===== src/rtl/ariane_pkg.sv =====
// ariane_pkg
//   Minimal type definitions shared by the decode-to-issue path.
//   fu_t               : functional unit selector carried by every entry.
//   scoreboard_entry_t : one decoded instruction as handed to issue.
package ariane_pkg;

  typedef enum logic [3:0] {
    NONE      = 4'd0,
    LOAD      = 4'd1,
    STORE     = 4'd2,
    ALU       = 4'd3,
    CTRL_FLOW = 4'd4,
    MULT      = 4'd5,
    CSR       = 4'd6
  } fu_t;

  typedef struct packed {
    logic [2:0]  trans_id;
    fu_t         fu;
    logic [6:0]  op;
    logic [4:0]  rs1;
    logic [4:0]  rs2;
    logic [4:0]  rd;
    logic [31:0] result;
    logic        valid;
  } scoreboard_entry_t;

  // True for entries that occupy the load/store unit.
  function automatic logic is_mem_op(input fu_t fu);
    return (fu == LOAD) || (fu == STORE);
  endfunction

endpackage


===== src/rtl/issue_rx_queue.sv =====
// issue_rx_queue
//   Receiving end of the decode-to-issue entry handshake. Entries offered by
//   decode are acknowledged in the same cycle and buffered in a DEPTH-entry
//   FIFO that drains in order to the scoreboard-side consumer. At most one
//   control-flow entry may be resident at a time. flush_i empties the queue.
//
//   Optional feature macro: ISSUE_RX_BYPASS_EN
//     When defined, an entry offered to an empty queue while the consumer is
//     ready is forwarded combinationally to the head outputs and is never
//     written into storage.
//
//   Ports
//     clk_i, rst_ni          clock, synchronous active-low reset
//     flush_i                drop all resident entries, refuse offers
//     issue_entry_i          offered entry
//     issue_entry_valid_i    offered entry valid
//     is_ctrl_flow_i         offered entry is control flow
//     issue_instr_ack_o      offered entry taken this cycle
//     entry_o                head entry ('0 when not valid)
//     entry_valid_o          head valid
//     entry_is_ctrl_flow_o   head is control flow (0 when not valid)
//     entry_ready_i          consumer takes head
//     count_o                resident entries
//     mem_ops_o              resident LOAD/STORE entries
//
//   Handshakes
//     Upstream : an entry transfers in any cycle where issue_entry_valid_i
//                and issue_instr_ack_o are both high; ack depends only on the
//                offer, flush and registered queue state.
//     Downstream: the head transfers in any cycle where entry_valid_o and
//                entry_ready_i are both high and flush_i is low; once valid,
//                the head holds steady until it transfers or is flushed.
module issue_rx_queue
  import ariane_pkg::*;
#(
  parameter int unsigned DEPTH = 4
) (
  input  logic                         clk_i,
  input  logic                         rst_ni,
  input  logic                         flush_i,
  input  scoreboard_entry_t            issue_entry_i,
  input  logic                         issue_entry_valid_i,
  input  logic                         is_ctrl_flow_i,
  output logic                         issue_instr_ack_o,
  output scoreboard_entry_t            entry_o,
  output logic                         entry_valid_o,
  output logic                         entry_is_ctrl_flow_o,
  input  logic                         entry_ready_i,
  output logic [$clog2(DEPTH):0]       count_o,
  output logic [$clog2(DEPTH):0]       mem_ops_o
);

  localparam int unsigned PTR_W = $clog2(DEPTH);
  localparam int unsigned CNT_W = PTR_W + 1;
  localparam logic [CNT_W-1:0] FULL_CNT = CNT_W'(DEPTH);

  // Storage and queue state
  scoreboard_entry_t  sbe_q [DEPTH];
  scoreboard_entry_t  sbe_d [DEPTH];
  logic [DEPTH-1:0]   ctrl_q, ctrl_d;
  logic [PTR_W-1:0]   wr_ptr_q, wr_ptr_d;
  logic [PTR_W-1:0]   rd_ptr_q, rd_ptr_d;
  logic [CNT_W-1:0]   count_q, count_d;
  logic [CNT_W-1:0]   mem_ops_q, mem_ops_d;
  logic               ctrl_pending_q, ctrl_pending_d;

  // Per-cycle decisions
  logic               full;
  logic               empty;
  logic               ack;
  logic               bypass;
  logic               push;
  logic               pop;
  scoreboard_entry_t  head_sbe;
  logic               head_ctrl;
  logic               push_is_mem;
  logic               pop_is_mem;

  always_comb begin
    full        = (count_q == FULL_CNT);
    empty       = (count_q == '0);
    head_sbe    = sbe_q[rd_ptr_q];
    head_ctrl   = ctrl_q[rd_ptr_q];

    // The control-flow guard uses the registered flag, so a control-flow
    // offer is refused even in the cycle its predecessor leaves the queue.
    ack = rst_ni & issue_entry_valid_i & ~flush_i & ~full
          & ~(is_ctrl_flow_i & ctrl_pending_q);

`ifdef ISSUE_RX_BYPASS_EN
    bypass = rst_ni & empty & issue_entry_valid_i & entry_ready_i & ~flush_i;
`else
    bypass = 1'b0;
`endif

    push        = ack & ~bypass;
    // A pop needs a stored head; a bypassed entry never counts as one.
    pop         = rst_ni & ~empty & entry_ready_i & ~flush_i;
    push_is_mem = is_mem_op(issue_entry_i.fu);
    pop_is_mem  = is_mem_op(head_sbe.fu);
  end

  // Next-state logic
  always_comb begin
    sbe_d          = sbe_q;
    ctrl_d         = ctrl_q;
    wr_ptr_d       = wr_ptr_q;
    rd_ptr_d       = rd_ptr_q;
    count_d        = count_q;
    mem_ops_d      = mem_ops_q;
    ctrl_pending_d = ctrl_pending_q;

    if (flush_i) begin
      // Storage contents are left as-is; with count at zero they are dead.
      wr_ptr_d       = '0;
      rd_ptr_d       = '0;
      count_d        = '0;
      mem_ops_d      = '0;
      ctrl_pending_d = 1'b0;
    end else begin
      if (push) begin
        sbe_d[wr_ptr_q]  = issue_entry_i;
        ctrl_d[wr_ptr_q] = is_ctrl_flow_i;
        wr_ptr_d         = wr_ptr_q + PTR_W'(1);
      end
      if (pop) begin
        rd_ptr_d = rd_ptr_q + PTR_W'(1);
      end
      count_d   = count_q + CNT_W'(push) - CNT_W'(pop);
      mem_ops_d = mem_ops_q + CNT_W'(push & push_is_mem)
                            - CNT_W'(pop & pop_is_mem);
      // Clear first so a control-flow push in the same cycle wins.
      if (pop && head_ctrl) begin
        ctrl_pending_d = 1'b0;
      end
      if (push && is_ctrl_flow_i) begin
        ctrl_pending_d = 1'b1;
      end
    end
  end

  always_ff @(posedge clk_i) begin
    if (!rst_ni) begin
      for (int i = 0; i < int'(DEPTH); i++) begin
        sbe_q[i] <= '0;
      end
      ctrl_q         <= '0;
      wr_ptr_q       <= '0;
      rd_ptr_q       <= '0;
      count_q        <= '0;
      mem_ops_q      <= '0;
      ctrl_pending_q <= 1'b0;
    end else begin
      for (int i = 0; i < int'(DEPTH); i++) begin
        sbe_q[i] <= sbe_d[i];
      end
      ctrl_q         <= ctrl_d;
      wr_ptr_q       <= wr_ptr_d;
      rd_ptr_q       <= rd_ptr_d;
      count_q        <= count_d;
      mem_ops_q      <= mem_ops_d;
      ctrl_pending_q <= ctrl_pending_d;
    end
  end

  // Outputs. Everything is forced low while reset is asserted so nothing
  // leaks out before the first clock edge clears the state.
  always_comb begin
    issue_instr_ack_o    = ack;
    entry_valid_o        = rst_ni & (~empty | bypass);
    entry_o              = '0;
    entry_is_ctrl_flow_o = 1'b0;
    if (rst_ni && !empty) begin
      entry_o              = head_sbe;
      entry_is_ctrl_flow_o = head_ctrl;
    end else if (bypass) begin
      entry_o              = issue_entry_i;
      entry_is_ctrl_flow_o = is_ctrl_flow_i;
    end
    count_o   = rst_ni ? count_q   : '0;
    mem_ops_o = rst_ni ? mem_ops_q : '0;
  end

  // Structural invariants
  a_count_bound : assert property (@(posedge clk_i) disable iff (!rst_ni)
    count_q <= FULL_CNT);
  a_mem_bound : assert property (@(posedge clk_i) disable iff (!rst_ni)
    mem_ops_q <= count_q);
  a_single_ctrl : assert property (@(posedge clk_i) disable iff (!rst_ni)
    issue_instr_ack_o |-> !(is_ctrl_flow_i && ctrl_pending_q));

endmodule


===== config.mk =====
export PLATFORM = sky130hd
export DESIGN_NAME = issue_rx_queue
export DESIGN_NICKNAME = d
export VERILOG_FILES = /design/src/rtl/ariane_pkg.sv /design/src/rtl/issue_rx_queue.sv
export SDC_FILE = /design/constraint.sdc
export NUM_CORES = 1
export LEC_CHECK = 0
export BUFFER_PORTS_ARGS = -buffer_cell sky130_fd_sc_hd__buf_2
export CAP_MARGIN = 20
export CORE_ASPECT_RATIO = 0.8
export CORE_MARGIN = 2
export CORE_UTILIZATION = 45
export CTS_BUF_LIST = sky130_fd_sc_hd__clkbuf_4 sky130_fd_sc_hd__clkbuf_8
export CTS_CLUSTER_DIAMETER = 100
export DETAILED_ROUTE_END_ITERATION = 8
export HOLD_SLACK_MARGIN = 0.03
export PLACE_DENSITY = 0.74
export SLEW_MARGIN = 20
export SYNTH_ARGS = -nofsm -noshare
export SYNTH_HDL_FRONTEND = slang
export SYNTH_SLANG_ARGS = --single-unit

===== constraint.sdc =====
create_clock -name clk_i -period 2.85 [get_ports clk_i]
set_clock_uncertainty 0.15 [all_clocks]
set_input_delay 0 -clock clk_i [delete_from_list [all_inputs] [get_ports clk_i]]
set_output_delay 0 -clock clk_i [all_outputs]
set_load 0.01 [all_outputs]

==> out/metrics.csv, run 1 <==
metric,value,unit
RSZ-0062 raised after global routing,true,
total track usage,19.3,%
clock sinks,263,
row count,54,
Final Critical Period,2.88,ns
Syn Area/Cell,11.0,um2
placed insts,1556,
switching portion of total power,22.5,%
"Endpoint, Worst Hold",sbe_q[15]$_SDFFE_PN0P_,
worst hold path class,input port to flop,
Die Width,189,um
Final Cell Area,14600,um2
Post-synth top cells,"nand2_1, dfxtp_1, mux2i_1, and3_1, mux4_2",
ANT nets after route,0,
Final nets,1387,
CP Cell Sequence,"mux4_2, xnor2_2, nor4b_2, ha_1, inv_1, ha_1, inv_1, fa_2, xor2_1, xnor2_1, nor2_1",
Netlist Area Pre-Place,12400,um2
reg2reg path depth,11,
clock tree buffer depth,3,
R2R Setup Slk,-0.03,ns
layout cells sized above 1,23.8,%
Power Density,536,nW/um2
drt total wl,27800,um
dpl cell area,12900,um2
fillcell total,2412,
antenna violations before repair,0,
largest cells by area after synthesis,"dfxtp_1, mux2i_1, mux4_2",
final period utilization,101,%
syn nets,1202,
H-tree depth,2,
Leakage,7.46,nW
failing checks,setup timing,
"slowest stage delay, CP",0.55,ns
Fin Hold WS,0.186,ns
Final Hold Viols,0,
most frequent cell after synthesis,nand2_1,
grt ovf,0,
Layout Cells excl Fill,1706,
Clock Latency Late Sink,0.53,ns
Worst slew margin,40.5,%
CP endpoint kind,flop,
clk root buf,clkbuf_8,
Worst EP required,3.13,ns
ys async rst share,0,%
Crit Reg-Reg Endpoint,mem_ops_q[2]$_SDFF_PP0_,
Num CTS Buffers,43,
status,"finished, violations left",
"Top FF cell, synth",dfxtp_1,
hold_sp,issue_entry_i[15],
cell count after synthesis,1124,
Yosys reg bits,263,
Clk pwr share,46.5,%
startpoint types,flop,
synth warn,0,
vias in the first global route,8965,
drt pass-1 iters,5,
total internal power,0.00605,W
"CTS clk-pin slew, worst paths",0.06,ns
post-DP HPWL,16800,um
Hold Path Depth,4,
Yosys top cell area share,42.6,%
Area growth syn-to-layout,17.8,%
Critical Path Fanout Max,4,
transition time of the tightest slew-check pin,0.892,ns
number of enable flip-flop cells after synthesis,0,
share of power burned in registers,47.8,%
CTS tree,done,
top-level I/O count,139,
Comb pwr share,5.8,%
Slowest cell on crit path,mux4_2,
initial DRC count,472,
# diodes,0,
global-route wire length before repair,45800,um
largest net degree at the start of global routing,226,
"Setup violations, final",1,
core area,27200,um2
fmax,0.347,GHz
starting density of the core,45.5,%
# DRC,0,
Slew Limit Fails,0,
Worst Path Arrival,3.16,ns
final worst slack,-0.0281,ns
WP buf/inv,2,
via count,8790,
die area,28800,um2
Tot Pwr,0.00781,W
post-DR vias/cell,5.15,
Top delay family on crit path,adder cells,
post-synth top area cell,dfxtp_1,
IO Port Bufs,138,
Util after Layout,53.6,%
post-synthesis sequential area ratio,42.6,%
RePlAce Congestion,0.748,
Cell variety after synth,36,
launch point of the worst reg-to-reg path,rd_ptr_q[1]$_SDFFE_PP0P_,
Crit Path Category,flop to flop,
Sw Pwr,0.00175,W
Routed WL per cell,16.3,um
worst vdd ir,0.337,mV
Die Span Y,152,um
max-cap check violation count,0,
cell type report:
cell class | count | area [um2] | share of cell area, %
Clock buffer | 72 | 885 | 6.08
Clock inverter | 6 | 85.1 | 0.585
Inverter | 10 | 37.5 | 0.258
Multi-Input combinational cell | 756 | 6080 | 41.8
Sequential cell | 263 | 5270 | 36.2
Tap cell | 364 | 455 | 3.13
Timing Repair Buffer | 235 | 1740 | 12.0
cell families after synthesis:
kind of cell	Yosys count	share of synthesized area (%)
AND/OR/NAND/NOR	413	14.7
multiplexers	315	31.9
flip-flops	263	42.6
buffers and inverters	105	8.59
AO/OA/AOI/OAI	12	0.648
adder cells (fa/ha/maj)	10	1.13
XOR/XNOR	6	0.425
state kept, by name, summed over array words and instances, names as in the netlist:
name,cells
ctrl_q,4
count_q,3
sbe_q,248
rd_ptr_q,2
mem_ops_q,3
ctrl_pending_q,1
wr_ptr_q,2
what timing repair did:
action                                 CTS  global route
buffers inserted                         0             2
resized for setup                        0             2
endpoints found under the hold margin  263             0
hold buffers                            70             0
pin swaps                                0             4
setup endpoints to repair                1             1
metrics by stage:
stage / TNS, ns / worst slack [ns]
2_1_floorplan: 0 / 0.0375
3_3_place_gp: 0 / 0.0212
3_5_place_dp: -0.0164 / -0.0164
4_1_cts: -0.0143 / -0.0143
5_1_grt: -0.127 / -0.127
6_report: -0.0281 / -0.0281
power groups by stage:
stage	registers [W]	clock network [W]	logic [W]
floorplan	0.00381	0	0.000273
global placement	0.00381	0	0.000365
detailed placement	0.00381	0	0.000373
CTS	0.00373	0.00371	0.000446
global route	0.00373	0.00387	0.000492
finish	0.00373	0.00363	0.000449
worst min-delay path, delay by kind of cell:
family	cells	cell delay [ns]
buffers and inverters	2	0.61
muxes	1	0.12
and+or+nand+nor	1	0.09
worst max path at each step:
stage	start	to	cells after the start
floorplan	rd_ptr_q[1]$_SDFFE_PP0P_	mem_ops_q[2]$_SDFF_PP0_	12
global placement	rd_ptr_q[1]$_SDFFE_PP0P_	mem_ops_q[2]$_SDFF_PP0_	11
detailed placement	rd_ptr_q[1]$_SDFFE_PP0P_	mem_ops_q[2]$_SDFF_PP0_	11
CTS	rd_ptr_q[1]$_SDFFE_PP0P_	mem_ops_q[2]$_SDFF_PP0_	11
global route	rd_ptr_q[1]$_SDFFE_PP0P_	mem_ops_q[2]$_SDFF_PP0_	11
finish	rd_ptr_q[1]$_SDFFE_PP0P_	mem_ops_q[2]$_SDFF_PP0_	11
placed cells by master, fill, tap and decap left out, types with 3 or more instances in the layout:
master,instances
a21oi_1,4
clkbuf_4,17
and2_1,8
nor3_1,3
nand4_1,3
xnor2_1,4
dfxtp_1,261
buf_4,16
nand2_1,317
inv_1,10
nor2_1,4
buf_2,137
o31ai_1,3
mux4_2,63
nand4_4,4
dlygate4sd3_1,70
ha_1,8
clkbuf_8,55
and3_1,63
buf_12,11
mux2i_1,252
metal layers:
metal  vias up  part of all wire (%)  global-route usage [%]
met5         -                     0                       0
met4         0                   1.5                    4.72
met3        44                   5.0                    3.34
met2       190                    47                    31.6
met1      4318                    47                    26.5
li1       4238                     -                       -
(Power assumes the default switching activity.)
==> run 2, diff against run 1 <==
- CORE_ASPECT_RATIO: 0.8 -> 1.75
==> run 2 against run 1 <==
The flow still finishes with violations (setup timing). Critical path depth unchanged. Sequential share of layout area increased by 0.27 points. Utilization is 0.33 points lower.
==> out/metrics.csv, run 2 (synthesized netlist as in run 1, its figures left out) <==
metric,value,unit
CP endpoint kind,flop,
largest net degree at the start of global routing,236,
"commonest non-fill, non-tap cell in the layout",nand2_1,
Die Width,129,um
RSZ-0062 raised after global routing,true,
Final Hold Viols,0,
Clock Latency Late Sink,0.54,ns
transition time of the tightest slew-check pin,0.971,ns
Area growth syn-to-layout,16.9,%
CP Cell Sequence,"mux4_2, xnor2_2, nor4b_2, ha_1, inv_1, ha_1, inv_1, fa_2, xor2_2, xnor2_1, nor2_1",
die area,28900,um2
WP buf/inv,2,
clk root buf,clkbuf_8,
drt pass-1 iters,4,
global-route wire length before repair,45600,um
worst hold path class,input port to flop,
Final Cell Area,14400,um2
core area,27100,um2
Crit Path Category,flop to flop,
Routed WL per cell,16.3,um
"CTS clk-pin slew, worst paths",0.06,ns
max-cap check violation count,0,
worst vdd ir,0.305,mV
top-level I/O count,139,
"slowest stage delay, CP",0.56,ns
Critical Path Fanout Max,6,
Num CTS Buffers,39,
final period utilization,101,%
row count,80,
max FFs per register,248,
ANT nets after route,0,
Worst slew margin,35.3,%
"Setup violations, final",1,
placed insts,1561,
layout cells sized above 1,23.2,%
fmax,0.348,GHz
Largest Register,sbe_q,
initial DRC count,330,
IO Port Bufs,138,
RePlAce Congestion,0.761,
Final Critical Period,2.88,ns
Top delay family on crit path,adder cells,
startpoint types,flop,
dpl cell area,12900,um2
drt total wl,27800,um
Fin Hold WS,0.174,ns
largest registers,"sbe_q (248), ctrl_q (4)",
Die Span Y,223,um
Final nets,1383,
Layout Cells excl Fill,1705,
Worst EP required,3.13,ns
post-DP HPWL,16900,um
clock tree buffer depth,3,
final worst slack,-0.0264,ns
total track usage,19.5,%
Slowest cell on crit path,mux4_2,
vias in the first global route,9395,
Slew Limit Fails,0,
Worst Path Arrival,3.16,ns
via count,8801,
CTS tree,done,
most frequent cells in the layout,"nand2_1, dfxtp_1, mux2i_1",
grt ovf,0,
antenna violations before repair,1,
starting density of the core,45.6,%
clock sinks,263,
Power Density,514,nW/um2
total negative setup slack,-0.0264,ns
failing checks,setup timing,
# DRC,0,
post-DR vias/cell,5.16,
status,"finished, violations left",
Leakage,7.41,nW
H-tree depth,2,
## run 2: layout make-up
class	count	area [um2]
clock inverters	4	22.5
diodes	2	5.00
multi-input cells	756	6090
well taps	369	462
inverters	10	37.5
fillers	2338	12700
repair buffers	235	1730
flip-flops and latches	263	5270
clock buffers	66	827
## run 2: report_power, final
group          switching (W)  leakage [nW]  internal [W]
logic               0.000240          4.83      0.000201
registers          0.0000180          2.12       0.00371
clock network        0.00143         0.453       0.00183
## run 2: routing by layer
| layer | wire length (um) | track usage [%] | part of all wire, % |
|---|---|---|---|
| met1 | 11200 | 22.2 | 40 |
| met2 | 14900 | 36.0 | 54 |
| met3 | 841 | 2.95 | 3.0 |
| met4 | 835 | 7.71 | 3.0 |
| met5 | 0 | 0 | 0 |
## run 2: stage by stage
step / util, % / worst slack, ns / total power [W]
after floorplan: - / 0.0375 / 0.00408
after detailed placement: 47.4 / -0.0115 / 0.00418
final: 53.3 / -0.0264 / 0.00742
after global placement: 47.4 / -0.0132 / 0.00417
after CTS: 53.2 / -0.0209 / 0.00751
after global routing: 53.2 / -0.163 / 0.00769
## run 2: repair_timing
item	CTS	global route
hold buffers	72	0
endpoints found under the setup margin	1	1
pin swaps	0	1
setup buffers	0	0
resized for setup	0	3
gates cloned	0	0
hold endpoints to repair	263	0
## run 2: worst reg2reg max path, stage by stage, from the launching register on
cell	delay (ns)
dfxtp_4	0.39
mux4_2	0.56
xnor2_2	0.19
nor4b_2	0.29
ha_1	0.27
inv_1	0.06
ha_1	0.12
inv_1	0.05
fa_2	0.35
xor2_2	0.16
xnor2_1	0.13
nor2_1	0.05
## run 2: final timing paths
check                            endpoint  slack [ns]                      from  cells past startpoint
setup / recovery  mem_ops_q[2]$_SDFF_PP0_       -0.03  rd_ptr_q[1]$_SDFFE_PP0P_                     11
hold / removal    sbe_q[207]$_SDFFE_PN0P_        0.17         issue_entry_i[21]                      4
setup reg to reg  mem_ops_q[2]$_SDFF_PP0_       -0.03  rd_ptr_q[1]$_SDFFE_PP0P_                     11
hold reg to reg   sbe_q[173]$_SDFFE_PN0P_        0.31   sbe_q[173]$_SDFFE_PN0P_                      2
